--- src/rtl/store_buffer_ctrl_pkg.sv ---
// rtl/store_buffer_ctrl_pkg.sv - shared depth, drain FSM encodings and entry type for the store buffer
package store_buffer_ctrl_pkg;

  localparam int SB_DEPTH_DEF = 4;

  localparam logic [1:0] SB_IDLE = 2'd0;
  localparam logic [1:0] SB_REQ  = 2'd1;
  localparam logic [1:0] SB_WAIT = 2'd2;

  typedef struct packed {
    logic [31:0] addr;
    logic [31:0] wdata;
    logic [3:0]  wstrb;
    logic        uncache;
  } sb_entry_t;

  // Word-granular overlap: the byte offset bits never separate two accesses.
  function automatic logic same_word(input logic [31:0] a, input logic [31:0] b);
    return ((a ^ b) & 32'hffff_fffc) == 32'h0;
  endfunction

endpackage

--- src/rtl/store_buffer_ctrl_sb_fifo.sv ---
// rtl/store_buffer_ctrl_sb_fifo.sv - committed-store circular FIFO with per-entry load overlap vector
module sb_fifo
  import store_buffer_ctrl_pkg::*;
#(
  parameter int DEPTH = SB_DEPTH_DEF
) (
  input  logic              clk,
  input  logic              rst_n,
  input  logic              push,
  input  logic [31:0]       push_addr,
  input  logic [31:0]       push_wdata,
  input  logic [3:0]        push_wstrb,
  input  logic              push_uncache,
  input  logic              pop,
  input  logic [31:0]       chk_addr,
  output logic [31:0]       head_addr,
  output logic [31:0]       head_wdata,
  output logic [3:0]        head_wstrb,
  output logic              head_uncache,
  output logic              full,
  output logic              empty,
  output logic [DEPTH-1:0]  hit_vec
);

  localparam int PW = $clog2(DEPTH);
  localparam int CW = PW + 1;

  sb_entry_t         entries [DEPTH];
  logic [PW-1:0]     head;
  logic [PW-1:0]     tail;
  logic [CW-1:0]     count;
  logic              push_acc;

  assign full  = (count == CW'(DEPTH));
  assign empty = (count == '0);

  // A full buffer still accepts a push in the cycle its head retires.
  assign push_acc = push && (!full || pop);

  always_ff @(posedge clk or negedge rst_n) begin
    if (!rst_n) begin
      head  <= '0;
      tail  <= '0;
      count <= '0;
    end else begin
      if (push_acc) tail <= tail + PW'(1);
      if (pop)      head <= head + PW'(1);
      if (push_acc && !pop)      count <= count + CW'(1);
      else if (pop && !push_acc) count <= count - CW'(1);
    end
  end

  always_ff @(posedge clk) begin
    if (push_acc) entries[tail] <= {push_addr, push_wdata, push_wstrb, push_uncache};
  end

  assign head_addr    = entries[head].addr;
  assign head_wdata   = entries[head].wdata;
  assign head_wstrb   = entries[head].wstrb;
  assign head_uncache = entries[head].uncache;

  // Entry g is live when its distance from head is below the occupancy.
  for (genvar g = 0; g < DEPTH; g++) begin : g_cmp
    logic [PW-1:0] off;
    assign off        = PW'(g) - head;
    assign hit_vec[g] = ({1'b0, off} < count) && same_word(entries[g].addr, chk_addr)
                        && (entries[g].wstrb != 4'b0000);
  end

  push_when_full : assert property (@(posedge clk) disable iff (!rst_n) !(push && full && !pop));

endmodule

--- src/rtl/store_buffer_ctrl.sv ---
// rtl/store_buffer_ctrl.sv - store buffer drain FSM and dcache port arbitration against the pipeline
module store_buffer_ctrl
  import store_buffer_ctrl_pkg::*;
#(
  parameter int SB_DEPTH = SB_DEPTH_DEF
) (
  input  logic        clk,
  input  logic        rst_n,
  input  logic        push_valid_i,
  input  logic [31:0] push_addr_i,
  input  logic [31:0] push_wdata_i,
  input  logic [3:0]  push_wstrb_i,
  input  logic        push_uncache_i,
  output logic        full_o,
  output logic        empty_o,
  input  logic        ld_chk_valid_i,
  input  logic [31:0] ld_chk_addr_i,
  output logic        ld_hit_o,
  input  logic        pipe_req_i,
  output logic        pipe_grant_o,
  output logic        sb_req_o,
  output logic [31:0] sb_addr_o,
  output logic [31:0] sb_wdata_o,
  output logic [3:0]  sb_wstrb_o,
  output logic        sb_uncache_o,
  input  logic        sb_addr_ok_i,
  input  logic        sb_data_ok_i
);

  logic [1:0]          state;
  logic                full;
  logic                empty;
  logic                pop;
  logic                head_uncache;
  logic                drain_ok;
  logic                drain_start;
  logic [SB_DEPTH-1:0] hit_vec;

  assign pop = (state == SB_WAIT) && sb_data_ok_i;

  sb_fifo #(.DEPTH(SB_DEPTH)) u_fifo (
    .clk          (clk),
    .rst_n        (rst_n),
    .push         (push_valid_i),
    .push_addr    (push_addr_i),
    .push_wdata   (push_wdata_i),
    .push_wstrb   (push_wstrb_i),
    .push_uncache (push_uncache_i),
    .pop          (pop),
    .chk_addr     (ld_chk_addr_i),
    .head_addr    (sb_addr_o),
    .head_wdata   (sb_wdata_o),
    .head_wstrb   (sb_wstrb_o),
    .head_uncache (head_uncache),
    .full         (full),
    .empty        (empty),
    .hit_vec      (hit_vec)
  );

  // Pipeline wins the port unless the buffer is full or an uncached store blocks the head.
  assign drain_ok    = !pipe_req_i || full || head_uncache;
  assign drain_start = (state == SB_IDLE) && !empty && drain_ok;

  always_ff @(posedge clk or negedge rst_n) begin
    if (!rst_n) begin
      state <= SB_IDLE;
    end else begin
      case (state)
        SB_IDLE: if (drain_start)  state <= SB_REQ;
        SB_REQ:  if (sb_addr_ok_i) state <= SB_WAIT;
        SB_WAIT: if (sb_data_ok_i) state <= SB_IDLE;
        default:                   state <= SB_IDLE;
      endcase
    end
  end

  assign sb_req_o     = (state == SB_REQ);
  assign sb_uncache_o = head_uncache;
  assign pipe_grant_o = rst_n && pipe_req_i && (state == SB_IDLE) && !drain_start;
  assign ld_hit_o     = ld_chk_valid_i && (|hit_vec);
  assign full_o       = full;
  assign empty_o      = empty;

endmodule

--- config.mk ---
export PLATFORM = sky130hd
export DESIGN_NAME = store_buffer_ctrl
export DESIGN_NICKNAME = d
export VERILOG_FILES = /design/src/rtl/store_buffer_ctrl_pkg.sv /design/src/rtl/store_buffer_ctrl_sb_fifo.sv /design/src/rtl/store_buffer_ctrl.sv
export SDC_FILE = /design/constraint.sdc
export NUM_CORES = 1
export LEC_CHECK = 0
export CORE_UTILIZATION = 54
export CTS_CLUSTER_SIZE = 20
export DETAILED_ROUTE_END_ITERATION = 10
export PLACE_DENSITY = 0.88
export SLEW_MARGIN = 10
export SYNTH_ARGS = -nofsm -noshare
export SYNTH_HDL_FRONTEND = slang
export SYNTH_SLANG_ARGS = --single-unit
--- constraint.sdc ---
create_clock -name clk -period 4.05 [get_ports clk]
set_clock_uncertainty 0.05 [all_clocks]
set_input_delay 0.405 -clock clk [delete_from_list [all_inputs] [get_ports clk]]
set_output_delay 0.405 -clock clk [all_outputs]
set_load 0.03 [all_outputs]
# [Word level (Yosys, flattened, before mapping)]
# Memory sizes are Yosys's and may differ from the RTL's.
# Index checks and enable logic that the tools add are counted.
[word_totals] regBits=9 latch_bits=0 ram_bits=276 mem_bits_ro=0 wordCells=75 memories=1
[op_classes] n_addsub=8 mul=0 div_mod_pow=0 order_cmp=4 eq_ne=6 shifts=0 muxes=8 n_bitwise=4 reduce_logical=40
[mem_list] memory="u_fifo.entries" depth=4 width=69 read_ports=5 rd_ports_with_merged_regs=0 write_ports=1 line="store_buffer_ctrl_sb_fifo.sv:28" rtl="sb_entry_t entries [DEPTH];"
[op_table] operator="zero test 32 bit" n=4
[op_table] operator="bitwise XOR 32 bit" n=4
[op_table] operator="logical AND 1 bit" n=18
[op_table] operator="nonzero test 4 bit" n=4
[op_table] operator="< comparator 2 x 3 -> 1 bit" n=4
[op_table] operator="zero test 1 bit" n=6
[op_table] operator="2-to-1 mux 2 bit" n=3
[op_table] operator="2-to-1 mux 3 bit" n=2
[op_table] operator="case mux 2 bit (3 select lines)" n=1
[op_table] operator="adder 2 x 1 -> 2 bit, second input constant" n=2
[op_table] operator="inequality test 2 bit, second input constant" n=2
[op_table] operator="OR reduction 4 bit" n=1
[op_table] operator="subtractor 1 x 2 -> 2 bit, first input constant" n=2
[op_table] operator="subtractor 2 bit, first input constant" n=2
[op_table] operator="adder 3 x 1 -> 3 bit, second input constant" n=1
[op_table] operator="equality test 3 bit, second input constant" n=1
[op_table] operator="zero test 3 bit" n=1
[op_table] operator="logical OR 1 bit" n=3
[op_table] operator="AND reduction 3 bit" n=1
[op_table] operator="subtractor 3 x 1 -> 3 bit, second input constant" n=1
[op_table] operator="equality test 2 x 1 -> 1 bit, second input constant" n=1
[op_table] operator="equality test 2 bit, second input constant" n=1
[op_table] operator="zero test 2 bit" n=1
[op_table] operator="2-to-1 mux 1 bit" n=2
[op_table] operator="other kinds (2)" n=2

# [Logic depth before layout (Yosys ltp)]
[logic_depth] ltp_word=8 ltp_mapped=9 depth_no_buf=9

# [Cells and area by module]
# From an unflattened synthesis, not the netlist that was laid out.
[hier_totals] hier_cells=599 area_unflattened_um2=11975.2
[modules_own_cells] mod="sb_fifo" instances=1 cells_per_inst=586 area_per_inst_um2=11836.4
[modules_own_cells] mod="store_buffer_ctrl" instances=1 cells_per_inst=13 area_per_inst_um2=138.9

# [Worst setup path after synthesis]
# No wires, ideal clock.
[synth_timing] path_type="reg2reg" start="reg u_fifo.count[0]" end="mem u_fifo.entries[0][0] (netlist bit), enable pin" setup_ps=435 t_arrival_ps=2794 t_required_ps=3565 path_slack_ps=772 stages_incl_launch_ff=5 path_cell_list="dfrtp_1 nor2_1 and2_1 a21boi_2 and2_1"
[synth_between] elab_chain_len=6
[synth_rtl] item="start, declared" line="store_buffer_ctrl_sb_fifo.sv:31" rtl="logic [CW-1:0] count;"
[synth_rtl] item="start signal, assigned" line="store_buffer_ctrl_sb_fifo.sv:48" rtl="if (push_acc && !pop) count <= count + CW'(1);"
[synth_rtl] item="start signal, assigned" line="store_buffer_ctrl_sb_fifo.sv:49" rtl="else if (pop && !push_acc) count <= count - CW'(1);"
[synth_rtl] item="equality test 3 bit" line="store_buffer_ctrl_sb_fifo.sv:34" rtl="assign full = (count == CW'(DEPTH));"
[synth_rtl] item="net full_o" line="store_buffer_ctrl.sv:14" rtl="output logic full_o,"
[synth_rtl] item="zero test 1 bit" line="store_buffer_ctrl_sb_fifo.sv:38" rtl="assign push_acc = push && (!full || pop);"
[synth_rtl] item="logical OR 1 bit" line="store_buffer_ctrl_sb_fifo.sv:38"
[synth_rtl] item="logical AND 1 bit" line="store_buffer_ctrl_sb_fifo.sv:38"
[synth_rtl] item="net u_fifo.push_acc" line="store_buffer_ctrl_sb_fifo.sv:32" rtl="logic push_acc;"
[synth_rtl] item="2-to-1 mux 1 bit" line="store_buffer_ctrl_sb_fifo.sv:54" rtl="if (push_acc) entries[tail] <= {push_addr, push_wdata, push_wstrb, push_uncache};"
[synth_rtl] item="2-to-1 mux 1 bit (not written as such)" line="store_buffer_ctrl_sb_fifo.sv:54"
[synth_rtl] item="end, declared" line="store_buffer_ctrl_sb_fifo.sv:28"
# The timed path passes the listed nets, and every way through them passes these cells.

# [Worst setup path in the final report]
[layout_timing] start="in ld_chk_addr_i[7]" end="out ld_hit_o"
[layout_between] elab_chain_len=6
[layout_rtl] item="start, declared" line="store_buffer_ctrl.sv:17" rtl="input logic [31:0] ld_chk_addr_i,"
[layout_rtl] item="bitwise XOR 32 bit" line="store_buffer_ctrl_pkg.sv:19" rtl="return ((a ^ b) & 32'hffff_fffc) == 32'h0;"
[layout_rtl] item="zero test 32 bit" line="store_buffer_ctrl_pkg.sv:19"
[layout_rtl] item="logical AND 1 bit" line="store_buffer_ctrl_sb_fifo.sv:66" rtl="assign hit_vec[g] = ({1'b0, off} < count) && same_word(entries[g].addr, chk_addr)"
[layout_rtl] item="logical AND 1 bit" line="store_buffer_ctrl_sb_fifo.sv:67" rtl="&& (entries[g].wstrb != 4'b0000);"
[layout_rtl] item="OR reduction 4 bit *" line="store_buffer_ctrl.sv:80" rtl="assign ld_hit_o = ld_chk_valid_i && (|hit_vec);"
[layout_rtl] item="logical AND 1 bit *" line="store_buffer_ctrl.sv:80"
[layout_rtl] item="end, declared" line="store_buffer_ctrl.sv:18" rtl="output logic ld_hit_o,"
# Every way passes the cells marked *; elsewhere a longest branch is shown, timed or not.

==> run metrics <==
Post-synth EDFFs=276; Post-CTS Hold Fix Bufs=0; Remaining DRCs=9; row count=54; Ports=182; worst-margin pin slew=0.719 ns; sw power=3660 µW; syn avg cell area=19.8 µm²; Setup TNS=0 ns; layout cells sized above 1=17.4%; core area=22000 µm²; Final Setup Violations=0; final global-route overflow total=0; pre-CTS setup slack=0.583 ns; CP startpoint=ld_chk_addr_i[7]; routed via count=6371; commonest non-fill, non-tap cell in the layout=edfxtp_1; cell family contributing the most delay on the critical path=buffers and inverters; clock network fraction of design power=23.2%; largest net degree at the start of global routing=45; Syn-to-layout area delta=23.5%; Max-slew headroom=52.0%; FF-to-FF path depth=5; First-pass DRT Iterations=9; switching share of power=33.6%; commonest cells after routing, fill and taps aside=edfxtp_1 (276), clkdlybuf4s50_1 (179), xnor2_1 (95); CTS tree=yes; CP Cell Sequence=clkdlybuf4s50_1 > xnor2_1 > nand4_1 > nor4_1 > o2111ai_1 > a41oi_1 > clkdlybuf4s50_1; Horiz. Die Dim=152 µm; root buffer cell=clkbuf_16; WP buf/inv=2; DR vias/cell=5.81; failing checks=DRC; CTS Sinks=285; Diodes inserted=0; Worst Slack Setup Final=0.442 ns; H-tree Lvls=1; async set-reset flop share out of synthesis=3.16%; GRT Total Usage=22.7%; Clock transition at path regs=0.06 ns; starting DRC count in detailed routing=464; logic gate share of total power=38.0%; # fillers=1432; status=finished with violations; Critical Path Max Stage Delay=0.74 ns; Slew Limit Fails=0; Max FO, Critical Path=4; Pint=7250 µW; # resized after CTS=0; Most used DFF post-synth=edfxtp_1; critical path class=primary input to primary output; Final Hold Viols=0; power per cell area=723 nW/µm²; Net Count, Synth=736; Worst VDD drop=0.410 mV; DPL Wire Length=17.9 mm; Worst Path Required=3.60 ns; Skew-Pair Late Insertion Delay=0.53 ns; worst r2r src=u_fifo.count[0]$_DFFE_PN0P_; CTS Buf Count=28; Util after Layout=68.6%; leakage power total=0.00487 µW; Distinct cells, synth=35; worst hold slack=0.138 ns; initial core utilization=55.5%; Ys Warns=0; total of max-cap violations=0; Finished Layout Cells=1096; CTS Buffer Depth=3; CP arrival=3.15 ns; Tcrit/Tclk final=89.1%; Final GP Congestion=0.911; nets=912; die height=152 µm; Hold Crit Class=primary input to async pin; Routed WL=25.8 mm; # Post-CTS Setup Buffers=0; placed cells=1044; sequential share of power=38.9%; Crit path top cell by count=clkdlybuf4s50_1; global-route wire length before repair=39.3 mm; flops & latches, synth=285; crit path launch type=primary input; Synth Cell Area=12200 µm²; highest clock rate=277 MHz; min Tclk post-route=3.61 ns; initial antenna violation count=0; antenna-violating nets left=0; routed length per instance=23.5 µm; sequential area share after synthesis=69.7%; RSZ-0062 raised after global routing=false; I/O Buffers=179; Die ar.=23200 µm²; Mapped Cells=618; Worst path slowest cell=clkdlybuf4s50_1; vias in the first global route=6660; Worst Setup End Kind=primary output; WP depth=7
kinds of logic after synthesis:
family                     count (synthesis)  synth area share [%]
adders and majority gates                 10                  1.09
AOI/OAI and AO/OA                         17                  1.04
xor gates and xnor gates                 127                  9.72
muxes                                     70                  12.8
buffers and inverters                     49                  2.70
DFF                                      285                  69.7
and+or+nand+nor                           60                  2.99
synthesized netlist by cell type, types with 4 or more instances:
cell type,n,area share [%]
edfxtp_1,276,68
xnor2_1,95,6.8
mux4_2,69,13
nand4_1,24,1.2
xor2_1,22,1.6
buf_6,13,1.2
buf_2,12,0.49
xnor2_2,10,1.3
buf_4,9,0.55
dfrtp_1,9,1.8
ha_1,9,0.92
nor4_1,9,0.46
clkbuf_1,7,0.22
inv_1,7,0.22
nor2_1,7,0.22
and2_1,5,0.26
a21oi_1,4,0.16
nand2_1,4,0.12
o2111ai_1,4,0.29
o41ai_1,4,0.29
worst paths after layout:
kind | slack (ns) | end
worst max-delay path | 0.44 | ld_hit_o
worst min register to register | 0.46 | state[0]$_DFFE_PN0P_
worst min-delay path | 0.14 | u_fifo.count[1]$_DFFE_PN0P_
worst max register to register | 1.53 | u_fifo.entries[0][62]$_DFFE_PP_
min in group clk | 0.44 | state[0]$_DFFE_PN0P_
max in group asynchronous | 3.46 | u_fifo.head[0]$_DFFE_PN0P_
routing by layer:
layer | wire [µm] | part of all wire, % | GRT usage (%)
met2 | 12900 | 50 | 37.9
met4 | 537 | 2.1 | 6.25
met1 | 10300 | 40 | 30.3
met5 | 0 | 0 | 0
met3 | 2110 | 8.2 | 5.06
final cells by class:
class | count | area (µm²) | share of cell area, %
Clock buffer | 30 | 729 | 4.83
Multi-Input combinational cell | 284 | 3390 | 22.4
Sequential cell | 285 | 8520 | 56.4
Clock inverter | 22 | 179 | 1.18
Tap cell | 280 | 350 | 2.32
Timing Repair Buffer | 187 | 1900 | 12.6
Inverter | 8 | 30.0 | 0.199
power groups by stage:
| stage | logic, µW | clock network (µW) | registers (µW) |
|---|---|---|---|
| after CTS | 4200 | 2570 | 4250 |
| after global placement | 4150 | 0 | 4270 |
| after floorplan | 2830 | 0 | 4170 |
| after global routing | 4380 | 2680 | 4300 |
| after detailed placement | 4180 | 0 | 4310 |
| final | 4150 | 2530 | 4240 |
metrics by stage:
step	cell area [µm²]	total power (µW)
2_1_floorplan	12200	7000
3_3_place_gp	14200	8420
3_5_place_dp	14200	8490
4_1_cts	15100	11000
5_1_grt	15100	11400
6_report	15100	10900
worst reg2reg max path: stages, from the launching register on:
cell      delay, ns
dfrtp_1        0.49
nor2_1         0.14
and2_1         0.22
a21boi_2       0.36
and2_4         0.61
buf_12         0.32
flip-flops by register name (all words and copies together) (netlist names):
signal and cells:
u_fifo.head 2, state 2, u_fifo.entries 276, u_fifo.count 3, u_fifo.tail 2
Power figures use the tool's default switching activity.
